==> config.mk <==
export PLATFORM = sky130hd
export DESIGN_NAME = uart_bus_master
export DESIGN_NICKNAME = d
export VERILOG_FILES = /design/src/rtl/uart_bus_master.sv
export SDC_FILE = /design/constraint.sdc
export NUM_CORES = 1
export LEC_CHECK = 0
export CAP_MARGIN = 20
export CORE_ASPECT_RATIO = 0.75
export CORE_MARGIN = 3
export CORE_UTILIZATION = 56
export DETAILED_ROUTE_END_ITERATION = 8
export GPL_TIMING_DRIVEN = 0
export PLACE_DENSITY_LB_ADDON = 0.2
export SLEW_MARGIN = 20
export SYNTH_ARGS = -nofsm -noshare
export SYNTH_HDL_FRONTEND = slang
export SYNTH_SLANG_ARGS = --single-unit
==> constraint.sdc <==
create_clock -name clk -period 5.16 [get_ports clk]
set_input_delay 1.032 -clock clk [delete_from_list [all_inputs] [get_ports clk]]
set_output_delay 1.032 -clock clk [all_outputs]
set_load 0.01 [all_outputs]
==> src/rtl/uart_bus_master.sv <==
// UART-driven bus master: decodes command/address/data byte frames from a UART
// receiver, runs one bus access, and returns a status byte plus any read data.
module uart_bus_master #(
  parameter logic [15:0] IDLE_TO = 16'd50000,
  parameter logic [7:0]  BUS_TO  = 8'd255
) (
  input  logic        clk,
  input  logic        rstn,
  input  logic        rx_valid,
  input  logic [7:0]  rx_data,
  output logic        tx_valid,
  output logic [7:0]  tx_data,
  input  logic        tx_ready,
  output logic [31:0] addr,
  output logic        w_rb,
  output logic [1:0]  acc,
  output logic [31:0] wdata,
  output logic        req,
  input  logic [31:0] rdata,
  input  logic        resp,
  input  logic        fault,
  output logic        busy
);

  typedef enum logic [2:0] {IDLE, ADDR, DATA, BUS, STAT, RDAT} state_t;

  state_t      r_state, w_next;
  logic        r_wr, r_req;
  logic [1:0]  r_size, r_idx;
  logic [31:0] r_addr, r_wdata, r_rdat;
  logic [7:0]  r_bcnt, r_status;
  logic [15:0] r_gap;
  logic [1:0]  w_last;
  logic        w_gap_to, w_bus_done;

  // Index of the final byte of an N-byte field: 1B->0, 2B->1, 4B->3.
  assign w_last     = {r_size[1], |r_size};
  assign w_gap_to   = !rx_valid && (r_gap == IDLE_TO - 16'd1);
  assign w_bus_done = r_req && (fault || resp || (r_bcnt == BUS_TO));

  assign addr  = r_addr;
  assign w_rb  = r_wr;
  assign acc   = r_size;
  assign wdata = r_wdata;
  assign req   = r_req;

  always_ff @(posedge clk or negedge rstn) begin
    if (!rstn) r_state <= IDLE;
    else       r_state <= w_next;
  end

  always_comb begin
    w_next   = r_state;
    tx_valid = 1'b0;
    tx_data  = 8'h00;
    busy     = (r_state != IDLE);
    case (r_state)
      IDLE: if (rx_valid) w_next = (rx_data[1:0] == 2'd3) ? STAT : ADDR;
      ADDR: begin
        if (rx_valid && r_idx == 2'd3) w_next = r_wr ? DATA : BUS;
        else if (w_gap_to)             w_next = IDLE;
      end
      DATA: begin
        if (rx_valid && r_idx == w_last) w_next = BUS;
        else if (w_gap_to)               w_next = IDLE;
      end
      BUS: if (w_bus_done) w_next = STAT;
      STAT: begin
        tx_valid = 1'b1;
        tx_data  = r_status;
        if (tx_ready) w_next = (!r_wr && r_status == 8'h00) ? RDAT : IDLE;
      end
      RDAT: begin
        tx_valid = 1'b1;
        tx_data  = r_rdat[{r_idx, 3'b000} +: 8];
        if (tx_ready && r_idx == w_last) w_next = IDLE;
      end
      default: w_next = IDLE;
    endcase
  end

  always_ff @(posedge clk or negedge rstn) begin
    if (!rstn) begin
      r_wr     <= 1'b0;
      r_size   <= 2'd0;
      r_idx    <= 2'd0;
      r_addr   <= 32'd0;
      r_wdata  <= 32'd0;
      r_rdat   <= 32'd0;
      r_req    <= 1'b0;
      r_bcnt   <= 8'd0;
      r_status <= 8'd0;
      r_gap    <= 16'd0;
    end else begin
      case (r_state)
        IDLE: if (rx_valid) begin
          r_wr    <= rx_data[7];
          r_size  <= rx_data[1:0];
          r_idx   <= 2'd0;
          r_gap   <= 16'd0;
          r_wdata <= 32'd0;
          if (rx_data[1:0] == 2'd3) r_status <= 8'hFE;
        end
        ADDR: begin
          if (rx_valid) begin
            r_addr[{r_idx, 3'b000} +: 8] <= rx_data;
            r_gap <= 16'd0;
            r_idx <= r_idx + 2'd1;
            // Reads launch straight from the last address byte.
            if (r_idx == 2'd3 && !r_wr) begin
              r_req  <= 1'b1;
              r_bcnt <= 8'd1;
            end
          end else begin
            r_gap <= r_gap + 16'd1;
          end
        end
        DATA: begin
          if (rx_valid) begin
            r_wdata[{r_idx, 3'b000} +: 8] <= rx_data;
            r_gap <= 16'd0;
            r_idx <= r_idx + 2'd1;
            if (r_idx == w_last) begin
              r_req  <= 1'b1;
              r_bcnt <= 8'd1;
            end
          end else begin
            r_gap <= r_gap + 16'd1;
          end
        end
        BUS: if (r_req) begin
          // Fault outranks resp when both arrive together.
          if (fault) begin
            r_req    <= 1'b0;
            r_status <= 8'hFF;
          end else if (resp) begin
            r_req    <= 1'b0;
            r_status <= 8'h00;
            if (!r_wr) begin
              case (r_size)
                2'd0:    r_rdat <= {24'd0, rdata[7:0]};
                2'd1:    r_rdat <= {16'd0, rdata[15:0]};
                default: r_rdat <= rdata;
              endcase
            end
          end else if (r_bcnt == BUS_TO) begin
            r_req    <= 1'b0;
            r_status <= 8'hFD;
          end else begin
            r_bcnt <= r_bcnt + 8'd1;
          end
        end
        STAT: if (tx_ready) r_idx <= 2'd0;
        RDAT: if (tx_ready) r_idx <= r_idx + 2'd1;
        default: ;
      endcase
    end
  end

endmodule

# Word level (Yosys, flattened, before mapping)
# Index checks and enable logic that the tools add are counted.
[classes]
addsub = 4
n_eq_ne = 27
shift = 3
muxes = 52
bitwise = 2
reduce_logical = 33
[ops]
columns = ["cell", "n"]
rows = [
  ["32-bit one-hot mux with 2 select lines", 2],
  ["8-bit 2-to-1 mux", 14],
  ["32-bit bitwise mux", 2],
  ["32-bit 2-to-1 mux", 2],
  ["16-bit 2-to-1 mux", 2],
  ["16-bit one-hot mux with 2 select lines", 1],
  ["8-bit one-hot mux with 2 select lines", 2],
  ["8-bit by 7-bit variable shift with 32-bit output, first input constant", 1],
  ["32-bit by 6-bit indexed part select with 8-bit output", 1],
  ["8-bit by 7-bit indexed part select with 32-bit output", 1],
  ["2-bit != test, second input constant", 14],
  ["3-bit 2-to-1 mux", 9],
  ["8-bit one-hot mux with 3 select lines", 1],
  ["5-bit AND reduction", 4],
  ["3-bit one-hot mux with 6 select lines", 1],
  ["16-bit by 1-bit adder with 16-bit output, second input constant", 1],
  ["16-bit == test, second input constant", 1],
  ["1-bit 2-to-1 mux", 10],
  ["9-bit AND reduction", 1],
  ["8-bit by 1-bit adder with 8-bit output, second input constant", 1],
  ["8-bit == test, second input constant", 1],
  ["8-bit zero test", 1],
  ["2-bit 2-to-1 mux", 4],
  ["2-bit one-hot mux with 4 select lines", 1],
  ["other kinds (24)", 43],
]
[word_totals]
register_bits = 137
input_bits = 46
output_inout_bits = 78
word_cells = 132

# Logic depth before layout (Yosys ltp)
[logic_depth]
ltp_word = 6
ltp_mapped = 8
mapped_depth_nobuf = 6

# Worst setup path before layout
# Ideal clock, no wire load.
[synth_path]
kind = "register to output"
startpoint = "reg r_idx[0]"
endpoint = "out tx_data[0]"
arrival_time_ns = 1.515
required_time_ns = 4.128
path_slack_ns = 2.613
path_stages_with_launch = 6
n_path_buf = 2
cell_sequence = "dfrtp_1 > buf_2 > buf_2 > mux4_2 > mux2i_1 > nor2_1"
[synth_between]
elab_chain_len = 2
[synth_rtl]
columns = ["item", "line", "source"]
rows = [
  ["start, declared", "29", "logic [1:0] r_size, r_idx;"],
  ["start signal, assigned", "108", "r_idx <= r_idx + 2'd1;"],
  ["start signal, assigned", "122", "r_idx <= r_idx + 2'd1;"],
  ["start signal, assigned", "154", "RDAT: if (tx_ready) r_idx <= r_idx + 2'd1;"],
  ["32-bit by 6-bit indexed part select with 8-bit output", "75", "tx_data = r_rdat[{r_idx, 3'b000} +: 8];"],
  ["8-bit one-hot mux with 2 select lines", "57", "case (r_state)"],
  ["end, declared", "12", "output logic [7:0] tx_data,"],
]
# No other way between the ends.

# Worst setup path after layout
# Ends and elaborated chain as after synthesis.

==> flow_summary.yaml <==
detailed_routing:
  drcViolationCount: 0
  final_antenna_net_count: 0
  vias: 5334
  vias_per_cell: 5.966
  first_pass_iters: 6
  drt_wl_total_mm: 16.25
  wire_per_inst_um: 18.17
  drtIter0Drc: 453
cells_and_area:
  final_cells: 894
  syn_to_final_growth_pct: 32.37
  antennaDiodeCount: 0
  layout-drive-gt1-share_pct: 10.55
  nNetsFinal: 798
power:
  leakage_nw: 3.539
  finalPower_mw: 3.567
  peakVddDrop_mv: 0.3286
  p_per_area_nw_per_um2: 441.7
clocking:
  clock-sinks: 132
  cts_buffers: 17
  cts_hold_buf: 0
  htreeDepth: 4
  clockRootBuffer: "clkbuf_16"
  ctsResizeCount: 0
  cts_tree: "built"
  clk_pin_slew_ns: 0.06
  cts_setup_buffers: 0
  cts_max_path_buffers: 2
  clock_latency_ns: 0.42
timing:
  hold_violations: 0
  rsz0062_at_grt: "no"
  relSlewSlack_pct: 29.30
  slew_violations: 0
  setup_viol: 0
  post-route-period-util_pct: 71.10
  period_minus_slack_ns: 3.669
  tightest_slew_ns: 1.058
  fin_skew_ns: 0.01021
  fmax_mhz: 272.6
  tns_ns: 0
critical_path:
  startpoint: "r_idx[0]"
  crit_required_ns: 4.13
  r2r-start: "r_idx[1]"
  crit_path_end_kind: "output port"
  cp-start-kind: "register"
  arrival_ns: 2.64
  crit_type: "reg2out"
  worst-path-max-fanout: 10
synth:
  synth_edf_count: 0
  synth_nets: 662
  synth_seq_cells: 132
  yosysWarnings: 0
  synth_ff_type: "dfrtp_1"
  syn_area_um2: 6100
  ys_types: 59
  yosysSeqAreaShare_pct: 54.15
  syn-instance-count: 609
  syn_avg_cell_area_um2: 10.02
  synthArstFlopShare_pct: 100.0
global_routing:
  grt_pass1_vias: 5170
  grt_max_degree: 90
  globalRoute.totalOverflow: 0
  grt_pass1_wl_mm: 26.36
  antenna_found_initial: 0
  grt_util_all_layers_pct: 27.60
floorplan:
  die_area_um2: 12190
  io_pins: 124
  coreArea_um2: 10450
  die_w_um: 126.5
  start_util_pct: 58.37
  die_y_um: 96.39
  rows: 32
placement:
  placed_cells: 862
  io_buffers: 116
  gp_congestion: 0.8922
  hpwl_mm: 11.31
min_path:
  min-delay-start: "r_rdat[18]"
  worstHoldPathType: "reg2reg"
run_status:
  status: "completed"
run:
  drv_cap: 0
## cells in the mapped netlist (8+ instances only)
cell type / n / area share (%)
clkbuf_1: 15 / 0.92
xor2_1: 12 / 1.7
nand4_1: 12 / 1.2
inv_1: 13 / 0.80
nand2_1: 144 / 8.9
buf_2: 10 / 0.82
nand3_1: 11 / 0.90
a21oi_1: 18 / 1.5
mux4_2: 8 / 3.0
dfrtp_1: 132 / 54
buf_1: 8 / 0.49
a22o_1: 32 / 4.6
mux2_2: 10 / 1.8
nor2_1: 29 / 1.8
o21ai_0: 68 / 5.6
## sequential cells by signal, summed over array words and instances (netlist names)
name and cells:
addr 32, r_rdat 32, wdata 32, r_gap 16, r_bcnt 8, r_state 3, r_status 3, acc 2
r_idx 2, req 1, w_rb 1
## cells by family after synthesis
logic type / Yosys count / synth area share, %
AO/OA/AOI/OAI: 148 / 15.88
AND/OR/NAND/NOR: 237 / 17.66
buffers and inverters: 50 / 3.590
adder cells (fa/ha/maj): 7 / 1.436
XOR/XNOR: 15 / 2.154
multiplexers: 20 / 5.128
flip-flops: 132 / 54.15
## layout by cell type, fill, tap and decap left out, types with 7 or more instances in the layout
cell | netlist | routed
a21oi_1 | 18 | 18
buf_1 | 8 | 8
o21ai_0 | 68 | 68
clkbuf_16 | 0 | 17
ha_1 | 7 | 7
nand4_1 | 12 | 12
a22o_1 | 32 | 32
inv_1 | 13 | 13
dfrtp_1 | 132 | 132
clkbuf_1 | 15 | 16
nor2_1 | 29 | 29
mux2_2 | 10 | 10
nor3_1 | 7 | 7
nand2_1 | 144 | 144
mux4_2 | 8 | 8
nand3_1 | 11 | 11
clkdlybuf4s50_1 | 0 | 115
buf_2 | 10 | 10
xor2_1 | 12 | 12
## critical path, cell delays in order, from the launching register on
cell and delay (ns):
dfrtp_1 0.37, buf_2 0.20, buf_2 0.35, mux4_2 0.59, mux2i_1 0.16, nor2_1 0.07
clkdlybuf4s50_1 0.49
## per-stage QoR
stage / worst slack (ns) / utilization [%] / area [µm²] / hold WS, ns
after floorplan: 2.613 / - / 6100 / 0.4446
after global placement: -1.911 / 71.11 / 7431 / 0.4599
after detailed placement: 1.928 / 71.42 / 7463 / 0.4669
after CTS: 1.473 / 77.22 / 8069 / 0.4801
after global routing: 1.310 / 77.26 / 8074 / 0.4977
final: 1.491 / 77.26 / 8074 / 0.4776
## layout make-up
| type | instances | area (µm²) |
|---|---|---|
| plain buffers | 36 | 166.4 |
| clock inverters | 14 | 176.4 |
| repair buffers | 117 | 1194 |
| clock buffers | 18 | 429.2 |
| well taps | 136 | 170.2 |
| multi-input cells | 427 | 2582 |
| inverters | 14 | 52.55 |
| flip-flops and latches | 132 | 3303 |
| fillers | 678 | 2376 |
## routing by layer
| layer | wire (µm) | vias to the layer above | GRT usage, % | share of wire (%) |
|---|---|---|---|---|
| li1 | - | 2419 | - | - |
| met1 | 7136 | 2631 | 38.85 | 44 |
| met3 | 1278 | 42 | 5.934 | 7.9 |
| met2 | 7527 | 242 | 43.35 | 46 |
| met4 | 303 | 0 | 9.375 | 1.9 |
| met5 | 0 | - | 0 | 0 |
## report_power, final
part / switching [mW] / internal, mW / total, mW
clock network: 0.468 / 0.766 / 1.23
logic: 0.594 / 0.437 / 1.03
registers: 0.125 / 1.18 / 1.30
## worst paths after layout
kind / slack (ns) / to / cells past startpoint
max in group asynchronous: 3.93 / r_rdat[7] / 2
setup / recovery: 1.49 / tx_data[0] / 6
hold reg to reg: 0.48 / r_rdat[18] / 2
hold / removal: 0.48 / r_rdat[18] / 2
min in group asynchronous: 0.50 / wdata[4] / 1
setup reg to reg: 2.02 / wdata[17] / 7
Power figures use the tool's default switching activity.
